`src/rtl/uart_tx_formatter_if.sv`:
```
// Response-request and byte-stream signals between sequencer, formatter and serializer.
// The formatter takes the slave side; sequencer/serializer/bench take the master side.
interface uart_tx_formatter_if #(
  parameter int unsigned CNT_W = 16
) ();
  logic             rsp_valid;
  logic             rsp_ready;
  logic [1:0]       rsp_type;
  logic [7:0]       rsp_addr;
  logic [15:0]      rsp_offset;
  logic [31:0]      rsp_data;
  logic [31:0]      rsp_red;
  logic [31:0]      rsp_green;
  logic [31:0]      rsp_blue;
  logic [7:0]       tx_data;
  logic             tx_valid;
  logic             tx_ready;
  logic             busy;
  logic             frame_done;
  logic [CNT_W-1:0] frame_cnt;

  modport slave (
    input  rsp_valid, rsp_type, rsp_addr, rsp_offset, rsp_data,
           rsp_red, rsp_green, rsp_blue, tx_ready,
    output rsp_ready, tx_data, tx_valid, busy, frame_done, frame_cnt
  );

  modport master (
    output rsp_valid, rsp_type, rsp_addr, rsp_offset, rsp_data,
           rsp_red, rsp_green, rsp_blue, tx_ready,
    input  rsp_ready, tx_data, tx_valid, busy, frame_done, frame_cnt
  );
endinterface

```
`src/rtl/uart_tx_formatter.sv`:
```
// Builds a {..,..,..} response frame from one sequencer request and streams it
// one byte per tx handshake, then pulses frame_done and counts the frame.
module uart_tx_formatter #(
  parameter int unsigned IDLE_GAP = 0,
  parameter int unsigned CNT_W    = 16
) (
  input logic clk,
  input logic rst,
  uart_tx_formatter_if.slave bus
);
  localparam int unsigned GAP_W = (IDLE_GAP > 1) ? $clog2(IDLE_GAP) : 1;

  typedef enum logic [1:0] {IDLE, SEND, GAP} state_t;

  state_t           state;
  logic [127:0]     frame;
  logic [4:0]       frame_len;
  logic [127:0]     buffer;
  logic [4:0]       remaining;
  logic [GAP_W-1:0] gap_cnt;
  logic [7:0]       tx_data_q;
  logic             tx_valid_q;
  logic             rsp_ready_q;
  logic             busy_q;
  logic             frame_done_q;
  logic [CNT_W-1:0] frame_cnt_q;

  // Frame image with byte0 in [7:0], so streaming is a plain right shift.
  always_comb begin
    frame     = '0;
    frame_len = 5'd6;
    case (bus.rsp_type)
      2'd0: begin
        frame = {8'h7D, 8'h00, bus.rsp_data[7:0], bus.rsp_data[15:8],
                 8'h56, 8'h2C, 8'h00, bus.rsp_data[23:16],
                 bus.rsp_data[31:24], 8'h56, 8'h2C, bus.rsp_offset[7:0],
                 bus.rsp_offset[15:8], bus.rsp_addr, 8'h52, 8'h7B};
        frame_len = 5'd16;
      end
      2'd1: begin
        frame = {8'h7D, bus.rsp_blue[7:0], bus.rsp_green[7:0], bus.rsp_red[7:0],
                 bus.rsp_blue[15:8], 8'h2C, bus.rsp_green[15:8], bus.rsp_red[15:8],
                 bus.rsp_blue[23:16], bus.rsp_green[23:16], 8'h2C, bus.rsp_red[23:16],
                 bus.rsp_blue[31:24], bus.rsp_green[31:24], bus.rsp_red[31:24], 8'h7B};
        frame_len = 5'd16;
      end
      2'd2: frame = {80'h0, 8'h7D, bus.rsp_offset[7:0], bus.rsp_offset[15:8],
                     bus.rsp_addr, 8'h41, 8'h7B};
      default: frame = {80'h0, 8'h7D, bus.rsp_offset[7:0], bus.rsp_offset[15:8],
                        bus.rsp_addr, 8'h4E, 8'h7B};
    endcase
  end

  always_ff @(posedge clk or posedge rst) begin
    if (rst) begin
      state        <= IDLE;
      buffer       <= '0;
      remaining    <= '0;
      gap_cnt      <= '0;
      tx_data_q    <= '0;
      tx_valid_q   <= 1'b0;
      rsp_ready_q  <= 1'b1;
      busy_q       <= 1'b0;
      frame_done_q <= 1'b0;
      frame_cnt_q  <= '0;
    end else begin
      frame_done_q <= 1'b0;
      case (state)
        IDLE: begin
          if (bus.rsp_valid) begin
            state       <= SEND;
            buffer      <= frame;
            remaining   <= frame_len;
            tx_data_q   <= frame[7:0];
            tx_valid_q  <= 1'b1;
            rsp_ready_q <= 1'b0;
            busy_q      <= 1'b1;
          end
        end
        SEND: begin
          if (tx_valid_q && bus.tx_ready) begin
            if (remaining == 5'd1) begin
              tx_valid_q   <= 1'b0;
              frame_done_q <= 1'b1;
              frame_cnt_q  <= frame_cnt_q + 1'b1;
              if (IDLE_GAP == 0) begin
                state       <= IDLE;
                rsp_ready_q <= 1'b1;
                busy_q      <= 1'b0;
              end else begin
                state   <= GAP;
                gap_cnt <= GAP_W'(IDLE_GAP - 1);
              end
            end else begin
              buffer    <= buffer >> 8;
              tx_data_q <= buffer[15:8];
              remaining <= remaining - 1'b1;
            end
          end
        end
        GAP: begin
          // The ready flag is set on the last gap cycle so exactly IDLE_GAP cycles stay closed.
          if (gap_cnt == '0) begin
            state       <= IDLE;
            rsp_ready_q <= 1'b1;
            busy_q      <= 1'b0;
          end else begin
            gap_cnt <= gap_cnt - 1'b1;
          end
        end
        default: state <= IDLE;
      endcase
    end
  end

  assign bus.tx_data    = tx_data_q;
  assign bus.tx_valid   = tx_valid_q;
  assign bus.rsp_ready  = rsp_ready_q;
  assign bus.busy       = busy_q;
  assign bus.frame_done = frame_done_q;
  assign bus.frame_cnt  = frame_cnt_q;
endmodule

```
`src/flat_wrapper.sv`:
```
// flat-port wrapper written by rule: the top's interface ports become plain ports
module uart_tx_formatter_flat 
#(
  parameter int unsigned IDLE_GAP = 0,
  parameter int unsigned CNT_W    = 16
)
  (clk, rst, bus_rsp_valid, bus_rsp_type, bus_rsp_addr, bus_rsp_offset, bus_rsp_data, bus_rsp_red, bus_rsp_green, bus_rsp_blue, bus_tx_ready, bus_rsp_ready, bus_tx_data, bus_tx_valid, bus_busy, bus_frame_done, bus_frame_cnt);
  uart_tx_formatter_if #(.CNT_W(CNT_W)) bus_i ();
  input logic clk;
  input logic rst;
  input wire logic [$bits(bus_i.rsp_valid)-1:0] bus_rsp_valid;
  input wire logic [$bits(bus_i.rsp_type)-1:0] bus_rsp_type;
  input wire logic [$bits(bus_i.rsp_addr)-1:0] bus_rsp_addr;
  input wire logic [$bits(bus_i.rsp_offset)-1:0] bus_rsp_offset;
  input wire logic [$bits(bus_i.rsp_data)-1:0] bus_rsp_data;
  input wire logic [$bits(bus_i.rsp_red)-1:0] bus_rsp_red;
  input wire logic [$bits(bus_i.rsp_green)-1:0] bus_rsp_green;
  input wire logic [$bits(bus_i.rsp_blue)-1:0] bus_rsp_blue;
  input wire logic [$bits(bus_i.tx_ready)-1:0] bus_tx_ready;
  output wire logic [$bits(bus_i.rsp_ready)-1:0] bus_rsp_ready;
  output wire logic [$bits(bus_i.tx_data)-1:0] bus_tx_data;
  output wire logic [$bits(bus_i.tx_valid)-1:0] bus_tx_valid;
  output wire logic [$bits(bus_i.busy)-1:0] bus_busy;
  output wire logic [$bits(bus_i.frame_done)-1:0] bus_frame_done;
  output wire logic [$bits(bus_i.frame_cnt)-1:0] bus_frame_cnt;
  assign bus_i.rsp_valid = bus_rsp_valid;
  assign bus_i.rsp_type = bus_rsp_type;
  assign bus_i.rsp_addr = bus_rsp_addr;
  assign bus_i.rsp_offset = bus_rsp_offset;
  assign bus_i.rsp_data = bus_rsp_data;
  assign bus_i.rsp_red = bus_rsp_red;
  assign bus_i.rsp_green = bus_rsp_green;
  assign bus_i.rsp_blue = bus_rsp_blue;
  assign bus_i.tx_ready = bus_tx_ready;
  assign bus_rsp_ready = bus_i.rsp_ready;
  assign bus_tx_data = bus_i.tx_data;
  assign bus_tx_valid = bus_i.tx_valid;
  assign bus_busy = bus_i.busy;
  assign bus_frame_done = bus_i.frame_done;
  assign bus_frame_cnt = bus_i.frame_cnt;
  uart_tx_formatter #(.IDLE_GAP(IDLE_GAP), .CNT_W(CNT_W)) u_core (.clk(clk), .rst(rst), .bus(bus_i));
endmodule
```
`config.mk`:
```
export PLATFORM = sky130hd
export DESIGN_NAME = uart_tx_formatter_flat
export DESIGN_NICKNAME = d
export VERILOG_FILES = /design/src/rtl/uart_tx_formatter_if.sv /design/src/rtl/uart_tx_formatter.sv /design/src/flat_wrapper.sv
export SDC_FILE = /design/constraint.sdc
export NUM_CORES = 1
export LEC_CHECK = 0
export ABC_AREA = 0
export BUFFER_PORTS_ARGS = -buffer_cell sky130_fd_sc_hd__buf_2
export CAP_MARGIN = 10
export CORE_ASPECT_RATIO = 1.4
export CORE_MARGIN = 2
export CORE_UTILIZATION = 55
export CTS_CLUSTER_DIAMETER = 120
export DETAILED_ROUTE_END_ITERATION = 8
export PLACE_DENSITY = 0.88
export SYNTH_ARGS = -nofsm -noshare
export SYNTH_HDL_FRONTEND = slang
export SYNTH_SLANG_ARGS = --single-unit
```
`constraint.sdc`:
```
create_clock -name clk -period 9 [get_ports clk]
set_clock_uncertainty 0.1 [all_clocks]
set_input_delay 0.9 -clock clk [delete_from_list [all_inputs] [get_ports clk]]
set_output_delay 0.9 -clock clk [all_outputs]
set_load 0.01 [all_outputs]
```
==> reports/metrics.cfg, run 1 <==
[power]
p_per_area_mw_per_mm2 = 299
leakage_uw = 0.00414
ir_drop_mv = 0.180

[layout]
utilization_pct = 67.1
drive_above_1_share_pct = 31.2
layoutNonFillerInstCount = 1113
nNetsFinal = 1079
areaGrowthSynthToFinish_pct = 20.5

[worst_setup_path]
r2r-end = u_core.buffer[55]
r2r_slack_ns = 5.98
r2r_start = u_core.bus.busy
crit_chain = buf_2 > nor2_4 > and2_1 > a22oi_1 > a21oi_1
crit_cells = 5
critPathMaxStageDelay_ns = 0.94
worst_ep_required_time_ns = 9.24
cp_data_arrival_time_ns = 3.31
cp_slowest_cell = and2_1
startpoint_type = input pin
cp-endpoint = u_core.buffer[55]
startpoint = bus_rsp_type[1]
crit_type = in -> reg
rr_worst_depth = 4
critPathBufInv = 1
endpoint_kind = register
path_max_fanout = 50
crit_family = simple AND/OR/NAND/NOR gates

[detailed_routing]
via_per_inst = 5.83
vias = 6485
wire_per_inst_um = 17.1
wirelength_um = 19000
dr.pass1.iters = 5
drc = 0
antenna_left = 0
drt-initial-drc-count = 431

[synthesis]
syn-num-nets = 941
synth_area_leaders = dfrtp_1 49%, mux2_2 8.7%, a22oi_1 7.6%
ys_warn_count = 0
synth_area_mm2 = 0.00739
synthMostInstantiatedCell = dfrtp_1
synth.ff_latch_count = 145
synthCells = 780
ys.flop_type = dfrtp_1
ys_async_sr_fraction_pct = 100
ys_seq_area_share_pct = 49.1
yosysTopAreaCell = dfrtp_1
ys_types = 43
yosys-top-cells-count = 144 x dfrtp_1, 90 x a21oi_1, 79 x nor2_1
synthDominantCellAreaShare_pct = 48.8
synth_edf_count = 0
avgSynthCellArea_um2 = 9.48

[floorplanning]
start_util_pct = 55.7
coreArea_mm2 = 0.0133
fp.dieH_um = 141
ios = 186
chipWidth_um = 102
placementRows = 50
die-area_mm2 = 0.0144

[job]
max_cap_viol_count = 0

[timing]
rsz0062_at_grt = false
relSlewSlack_pct = 19.9
tns_ns = 0
fmax_mhz = 325
report.final.slew_viol_count = 0
setup_violations = 0
hold_viol_final = 0
period_needed_ns = 3.08
fin_crit_sh_pct = 34.2
worstMarginPinSlew_ns = 1.20

[grt]
top_usage_layer = met2
use_met3_pct = 4.31
grt_overflow = 0
grt_pass1_vias = 6320
grt_use_total_pct = 26.8
grt_pass1_wl_um = 30100
use_met2_pct = 45.2
grt_antenna_before_repair = 1
grt_max_degree = 127
grt_use_met1_pct = 33.6

[cts]
clk_latency_ns = 0.42
ctsResizeCount = 0
htree_levels = 4
clk_pin_slew_ns = 0.06
cts_buffer_depth = 2
cts_sinks = 145
cts_setup_buffers = 0
cts_tree = done
cts-root-buf = clkbuf_16
ctsHoldBuffers = 0
cts-buffers-inserted = 17

[placed_design]
finalWeightedCongestion = 0.859
post-place-cells = 1081
hpwl_um = 12500
port_buffers = 185

[outcome]
status = finished, final reports clean

[worst_hold_path]
hp-class = reg -> reg

## routing by layer
layer	vias to the layer above	part of all wire (%)
met3	44	6.1
li1	3054	-
met5	-	0
met2	276	53
met4	0	2.7
met1	3111	38
## worst min-delay path, stage by stage (launching register included)
cell and delay [ns]:
dfrtp_1 0.34, nand2_1 0.05, nand2_1 0.05
## per-stage QoR
step | setup slack (ns) | hold slack [ns] | total power (uW) | instance area, um^2
2_1_floorplan | 4.11 | 0.339 | 1730 | 7390
4_1_cts | 5.93 | 0.372 | 2660 | 8900
3_5_place_dp | 5.58 | 0.351 | 1940 | 8310
6_report | 5.92 | 0.369 | 2660 | 8900
5_1_grt | 5.73 | 0.391 | 2840 | 8900
3_3_place_gp | 5.68 | 0.348 | 1900 | 8310
## worst min path at each step
| stage | end | cells after the start | slack [ns] | startpoint |
|---|---|---|---|---|
| floorplan | u_core.buffer[41] | 2 | 0.34 | u_core.buffer[49] |
| global placement | u_core.buffer[42] | 2 | 0.35 | u_core.buffer[50] |
| detailed placement | u_core.buffer[81] | 2 | 0.35 | u_core.buffer[89] |
| CTS | u_core.buffer[84] | 2 | 0.37 | u_core.buffer[92] |
| global route | u_core.buffer[84] | 2 | 0.39 | u_core.buffer[92] |
| finish | u_core.buffer[7] | 2 | 0.37 | u_core.buffer[15] |
## sequential cells by signal, indices dropped and copies added, names as in the netlist
| register | count |
|---|---|
| u_core.bus.frame_cnt | 16 |
| u_core.bus.rsp_ready | 1 |
| u_core.remaining | 5 |
| u_core.bus.frame_done | 1 |
| u_core.bus.tx_data | 7 |
| u_core.buffer | 114 |
| u_core.bus.busy | 1 |
## cell type report
| cell class | count | area, um^2 |
|---|---|---|
| fill | 1065 | 4360 |
| sequential | 145 | 3630 |
| multi-input combinational | 552 | 3420 |
| timing repair buffer | 193 | 986 |
| clock buffer | 22 | 464 |
| tap | 182 | 228 |
| clock inverter | 9 | 133 |
| inverter | 9 | 38.8 |
| antenna | 1 | 2.50 |
## where the power goes
part           leakage (uW)  switching [uW]  total [uW]  internal, uW
Sequential          0.00172             191        1120           934
Clock              0.000286             268         716           449
Combinational       0.00213             465         823           359
Total               0.00414             923        2660          1740
## logic make-up after synthesis
group                    share of synthesized area [%]
buffers and inverters                             4.98
multiplexers                                      9.23
adder cells (fa/ha/maj)                          0.508
AND/OR/NAND/NOR                                   16.1
XOR/XNOR                                          2.01
AO/OA/AOI/OAI                                     18.1
flip-flops                                        49.1
## cell usage in the layout (no fill, tap or decap), drive strengths merged, types with 2 or more instances in the layout
cell and n:
buf 193, dfrtp 144, a21oi 90, nor2 79, a22oi 75, nand2 72
nand3 67, mux2 57, clkbuf 22, o21ai 19, o211ai 17, xnor2 12
nand2b 10, inv 9, and3 8, xor2 5, nand4 5, mux2i 4
nor3 4, nor2b 4, clkinv 4, and2 3, ha 3, bufinv 3
a32o 2, o22ai 2, a21o 2, a31oi 2, clkinvlp 2
(Power assumes the default switching activity.)
==> run 2, diff against run 1 <==
Settings changed: CORE_UTILIZATION 55 to 49, PLACE_DENSITY 0.88 to 0.83.
Clock period 9 ns to 2.6 ns, I/O delays scaled along.
==> reports/metrics.cfg, run 2 (synthesis results as in run 1) <==
[outcome]
status = finished, final reports clean

[placed_design]
port_buffers = 185  ; unchanged
post_dp_cell_area_mm2 = 0.00851  ; +2.5%
finalWeightedCongestion = 0.841  ; -2.1%
hpwl_um = 13600  ; +8.8%
dpl_worst_slack_ns = 0.275  ; -5.31 ns

[timing]
rsz0062_at_grt = false
period_needed_ns = 2.35
setup_violations = 0  ; unchanged
fmax_mhz = 426
fin_crit_sh_pct = 90.3
hold_viol_final = 0  ; unchanged
tns_ns = 0  ; unchanged
setup_ws_ns = 0.251  ; -5.67 ns
relSlewSlack_pct = 57.7  ; +38 points
report.final.slew_viol_count = 0  ; unchanged
worstMarginPinSlew_ns = 0.633  ; -0.567 ns

[cts]
cts_setup_buffers = 0  ; unchanged
cts_tree = done
ctsResizeCount = 0  ; unchanged
cts-root-buf = clkbuf_16
ctsHoldBuffers = 3  ; +3
cts-buffers-inserted = 17  ; unchanged
clk_latency_ns = 0.41  ; about the same
clk_pin_slew_ns = 0.06  ; about the same
cts_sinks = 145  ; unchanged
htree_levels = 4  ; unchanged
cts_buffer_depth = 2  ; unchanged

[worst_hold_path]
min_from = bus_rsp_blue[2]
whs_endpoint = u_core.buffer[114]
whs_path_depth = 3  ; +1
hp-class = in -> reg

[layout]
mostFrequentLayoutCells = 185 x buf_2, 143 x dfrtp_1, 90 x a21oi_1, 76 x nor2_1, 75 x a22oi_1
registers.top_by_ff_count = u_core.buffer
largest_register_ffs = 114  ; unchanged
areaGrowthSynthToFinish_pct = 23.5
stdcell_area_mm2 = 0.00913  ; +2.5%
drive_above_1_share_pct = 32.5  ; +1.3 points
layout_commonest_cell = buf_2
utilization_pct = 61.4  ; -5.7 points
nNetsFinal = 1099  ; +1.9%

[worst_setup_path]
cp_data_arrival_time_ns = 2.53  ; -0.78 ns
rr_worst_depth = 7  ; +3
critPathMaxStageDelay_ns = 0.64  ; -0.30 ns
cp_slowest_cell = or4b_1
r2r_start = u_core.remaining[1]
endpoint_kind = register
path_max_fanout = 16  ; -68%
crit_type = reg -> reg
r2r_slack_ns = 0.25  ; -5.73 ns
crit_chain = inv_1 > ha_1 > or4b_1 > and2_1 > buf_4 > nand3_1 > o211ai_1
worst_ep_required_time_ns = 2.78  ; -6.46 ns
r2r-end = u_core.buffer[38]
startpoint_type = register

[power]
pwr-share-clk_pct = 26.0  ; -0.9 points
p_int_uw = 6040  ; +250%
switchingPower_uw = 3200  ; +250%
ir_drop_mv = 0.615  ; +240%
pwr-share-seq_pct = 42.2  ; about the same
power.share.switching_pct = 34.6  ; -0.054 points
power_frac_comb_pct = 31.7  ; +0.8 points
leakage_uw = 0.00426  ; +2.7%
p_per_area_mw_per_mm2 = 1010  ; +240%

[floorplanning]
chipWidth_um = 108  ; +5.7%
fp.dieH_um = 149  ; +5.8%
ios = 186  ; unchanged
coreArea_mm2 = 0.0149  ; +12%
die-area_mm2 = 0.0161  ; +12%
placementRows = 53  ; +6.0%
start_util_pct = 49.8  ; -6.0 points

[detailed_routing]
dr.pass1.iters = 6  ; +1
drc = 0  ; unchanged
wirelength_um = 19200  ; +0.82%
antenna_left = 0  ; unchanged
wire_per_inst_um = 16.7  ; -2.0%
drt-initial-drc-count = 292  ; -32%
vias = 6501  ; +0.25%
via_per_inst = 5.68  ; -2.6%

[grt]
grt_pass1_vias = 6399  ; +1.3%
grt_pass1_wl_um = 31200  ; +3.6%
grt_antenna_before_repair = 3  ; +2
grt_use_total_pct = 24.6  ; -2.2 points
grt_max_degree = 72  ; -43%
grt_overflow = 0  ; unchanged

[job]
max_cap_viol_count = 0  ; unchanged

[run 2: changes by cell type in the layout (fill, tap and decap cells not counted), sizes merged]
cell / previous run / this run
bufinv: 3 / 2
diode: 1 / 2
clkbuf: 22 / 23
dlygate4sd3: 0 / 3
clkinv: 4 / 5
buf: 193 / 210
[run 2: area by class of cell]
type	count	area [um^2]
inverter	9	37.5
fill	1278	5730
tap	192	240
sequential	145	3630
multi-input combinational	552	3420
timing repair buffer	213	1210
clock inverter	9	105
clock buffer	23	478
antenna	2	5.00
[run 2: critical path: cells and delay by family (launching register included)]
kind | cells | cell delay (ns)
compound gates | 1 | 0.10
fa+ha+maj | 1 | 0.16
buf+inv | 2 | 0.34
simple gates | 3 | 1.12
flops | 1 | 0.39
[run 2: through the flow]
step / total power, uW / hold WS, ns / std cells
after floorplan: 5980 / 0.293 / 780
after global placement: 6710 / 0.264 / 1108
after detailed placement: 6850 / 0.272 / 1108
after CTS: 9290 / 0.0376 / 1143
after global routing: 9880 / 0.0460 / 1145
final: 9240 / 0.0459 / 1145
[run 2: worst max-delay path by stage]
stage / start / to / depth (start not counted)
floorplan: rst / u_core.buffer[100] / 1
detailed placement: u_core.remaining[1] / u_core.buffer[38] / 7
finish: u_core.remaining[1] / u_core.buffer[38] / 7
CTS: u_core.remaining[1] / u_core.buffer[38] / 7
global placement: u_core.remaining[1] / u_core.buffer[32] / 7
global route: u_core.remaining[1] / u_core.buffer[38] / 7
[run 2: layer usage]
metal  wire [um]  track usage, %
met5          13               0
met4         512            10.6
met3         976            4.33
met2       10100            42.7
met1        7520            29.8
[run 2: power by group through the flow]
stage | clock network, uW | registers (uW) | logic [uW]
detailed placement | 0 | 3910 | 2930
global placement | 0 | 3880 | 2820
CTS | 2440 | 3890 | 2960
global route | 2530 | 4010 | 3350
finish | 2410 | 3900 | 2930
floorplan | 0 | 3700 | 2280
==> run 3, diff against run 2 <==
Settings changed: CORE_UTILIZATION 49 to 54, PLACE_DENSITY 0.83 to 0.81.
Clock period 2.6 ns to 2.7 ns, I/O delays scaled along.
==> reports/metrics.cfg, run 3 (synthesis results as in run 1) <==
[timing]
fmax_mhz = 430  ; +0.89%
setup_violations = 0  ; unchanged
report.final.slew_viol_count = 0  ; unchanged
hold_viol_final = 0  ; unchanged
fin_crit_sh_pct = 86.2  ; -4.1 points
relSlewSlack_pct = 28.1  ; -30 points
rsz0062_at_grt = false
worstMarginPinSlew_ns = 1.08  ; +0.446 ns
setup_ws_ns = 0.372  ; +0.121 ns
tns_ns = 0  ; unchanged
period_needed_ns = 2.33  ; -0.0207 ns

[detailed_routing]
vias = 6507  ; +0.092%
antenna_left = 0  ; unchanged
wire_per_inst_um = 17.0  ; +1.5%
via_per_inst = 5.76  ; +1.5%
dr.pass1.iters = 7  ; +1
drc = 0  ; unchanged
drt-initial-drc-count = 418  ; +43%
wirelength_um = 19200  ; about the same

[placed_design]
dpl_worst_slack_ns = 0.447  ; +0.173 ns
finalWeightedCongestion = 0.861  ; +2.4%
hpwl_um = 12700  ; -6.2%
port_buffers = 185  ; unchanged

[layout]
nNetsFinal = 1093  ; -0.55%
largest_register_ffs = 114  ; unchanged
areaGrowthSynthToFinish_pct = 24.5
layout_commonest_cell = buf_2
drive_above_1_share_pct = 32.2  ; -0.32 points
registers.top_by_ff_count = u_core.buffer
utilization_pct = 68.7  ; +7.3 points
mostFrequentLayoutCells = 185 x buf_2, 143 x dfrtp_1, 90 x a21oi_1, 77 x nor2_1, 75 x a22oi_1

[floorplanning]
coreArea_mm2 = 0.0134  ; -9.9%
fp.dieH_um = 142  ; -4.6%
die-area_mm2 = 0.0147  ; -9.0%
placementRows = 50  ; -5.7%
start_util_pct = 55.2  ; +5.4 points
ios = 186  ; unchanged
chipWidth_um = 103  ; -4.6%

[outcome]
status = finished, final reports clean

[worst_setup_path]
path_max_fanout = 29  ; +13
crit_type = reg -> reg
startpoint_type = register
cp_data_arrival_time_ns = 2.50  ; -0.03 ns
worst_ep_required_time_ns = 2.88  ; +0.10 ns
endpoint_kind = register

[power]
p_per_area_mw_per_mm2 = 1030  ; +1.4%
leakage_uw = 0.00429  ; +0.88%
ir_drop_mv = 0.519  ; -16%

[grt]
grt_max_degree = 127  ; +76%
grt_pass1_wl_um = 30100  ; -3.6%
grt_overflow = 0  ; unchanged
grt_pass1_vias = 6317  ; -1.3%
grt_antenna_before_repair = 2  ; -1
grt_use_total_pct = 26.5  ; +1.9 points

[cts]
cts_tree = done
clk_latency_ns = 0.42  ; about the same
cts_sinks = 145  ; unchanged
htree_levels = 4  ; unchanged
clk_pin_slew_ns = 0.06  ; about the same
cts_buffer_depth = 2  ; unchanged
cts-root-buf = clkbuf_16
ctsResizeCount = 0  ; unchanged
cts-buffers-inserted = 17  ; unchanged

[job]
max_cap_viol_count = 0  ; unchanged

[worst_hold_path]
hp-class = in -> reg

-- run 3: cell count changes in the layout (fill, tap and decap cells not counted), moves of 2 or more --
| cell | previous run | this run |
|---|---|---|
| buf_4 | 20 | 15 |
| clkbuf_1 | 3 | 1 |
| clkinv_2 | 4 | 0 |
| bufinv_16 | 2 | 7 |
| clkbuf_8 | 3 | 6 |
-- run 3: metrics by stage --
step / area (um^2) / cells / hold slack [ns] / total power (uW)
after detailed placement: 8440 / 1092 / 0.340 / 6560
final: 9200 / 1129 / 0.0428 / 9440
after CTS: 9200 / 1127 / 0.0392 / 9450
after global routing: 9200 / 1128 / 0.0545 / 10000
after global placement: 8440 / 1092 / 0.338 / 6430
after floorplan: 7390 / 780 / 0.303 / 5760
-- run 3: worst max-delay path: stages (launching register included) --
cell and delay [ns]:
dfrtp_1 0.38, inv_1 0.08, ha_1 0.15, or4b_1 0.49, and2_1 0.54, mux2i_1 0.31, o221ai_1 0.14
-- run 3: layout make-up --
type / count / area, um^2
Fill cell: 1080 / 4190
Sequential cell: 145 / 3630
Multi-Input combinational cell: 552 / 3420
Timing Repair Buffer: 207 / 1150
Clock buffer: 24 / 512
Tap cell: 182 / 228
Clock inverter: 8 / 219
Inverter: 9 / 37.5
Antenna cell: 2 / 5.00
-- run 3: metal layers --
metal,up-vias,share of wire (%),GRT usage [%]
li1,3084,-,-
met1,3130,40,32.7
met2,243,51,44.3
met3,50,5.5,5.60
met4,0,3.3,11.6
met5,-,0,0
-- run 3: final timing paths --
kind | cells past startpoint | from | slack, ns | end
setup / recovery | 6 | u_core.remaining[1] | 0.37 | u_core.buffer[8]
hold / removal | 3 | bus_rsp_blue[5] | 0.04 | u_core.buffer[117]
max in group asynchronous | 4 | rst | 1.71 | u_core.buffer[53]
hold reg to reg | 2 | u_core.buffer[14] | 0.37 | u_core.bus.tx_data[6]
setup reg to reg | 6 | u_core.remaining[1] | 0.37 | u_core.buffer[8]
min in group asynchronous | 4 | rst | 0.44 | u_core.buffer[117]
-- run 3: timing repair --
item / in CTS / in global routing
buffers inserted: 0 / 0
hold buffers: 3 / 0
endpoints found under the hold margin: 146 / 0
-- run 3: report_power, final --
part,internal [uW],switching [uW],total (uW)
clock network,1980,898,2880
registers,3110,669,3780
logic,1250,1540,2790
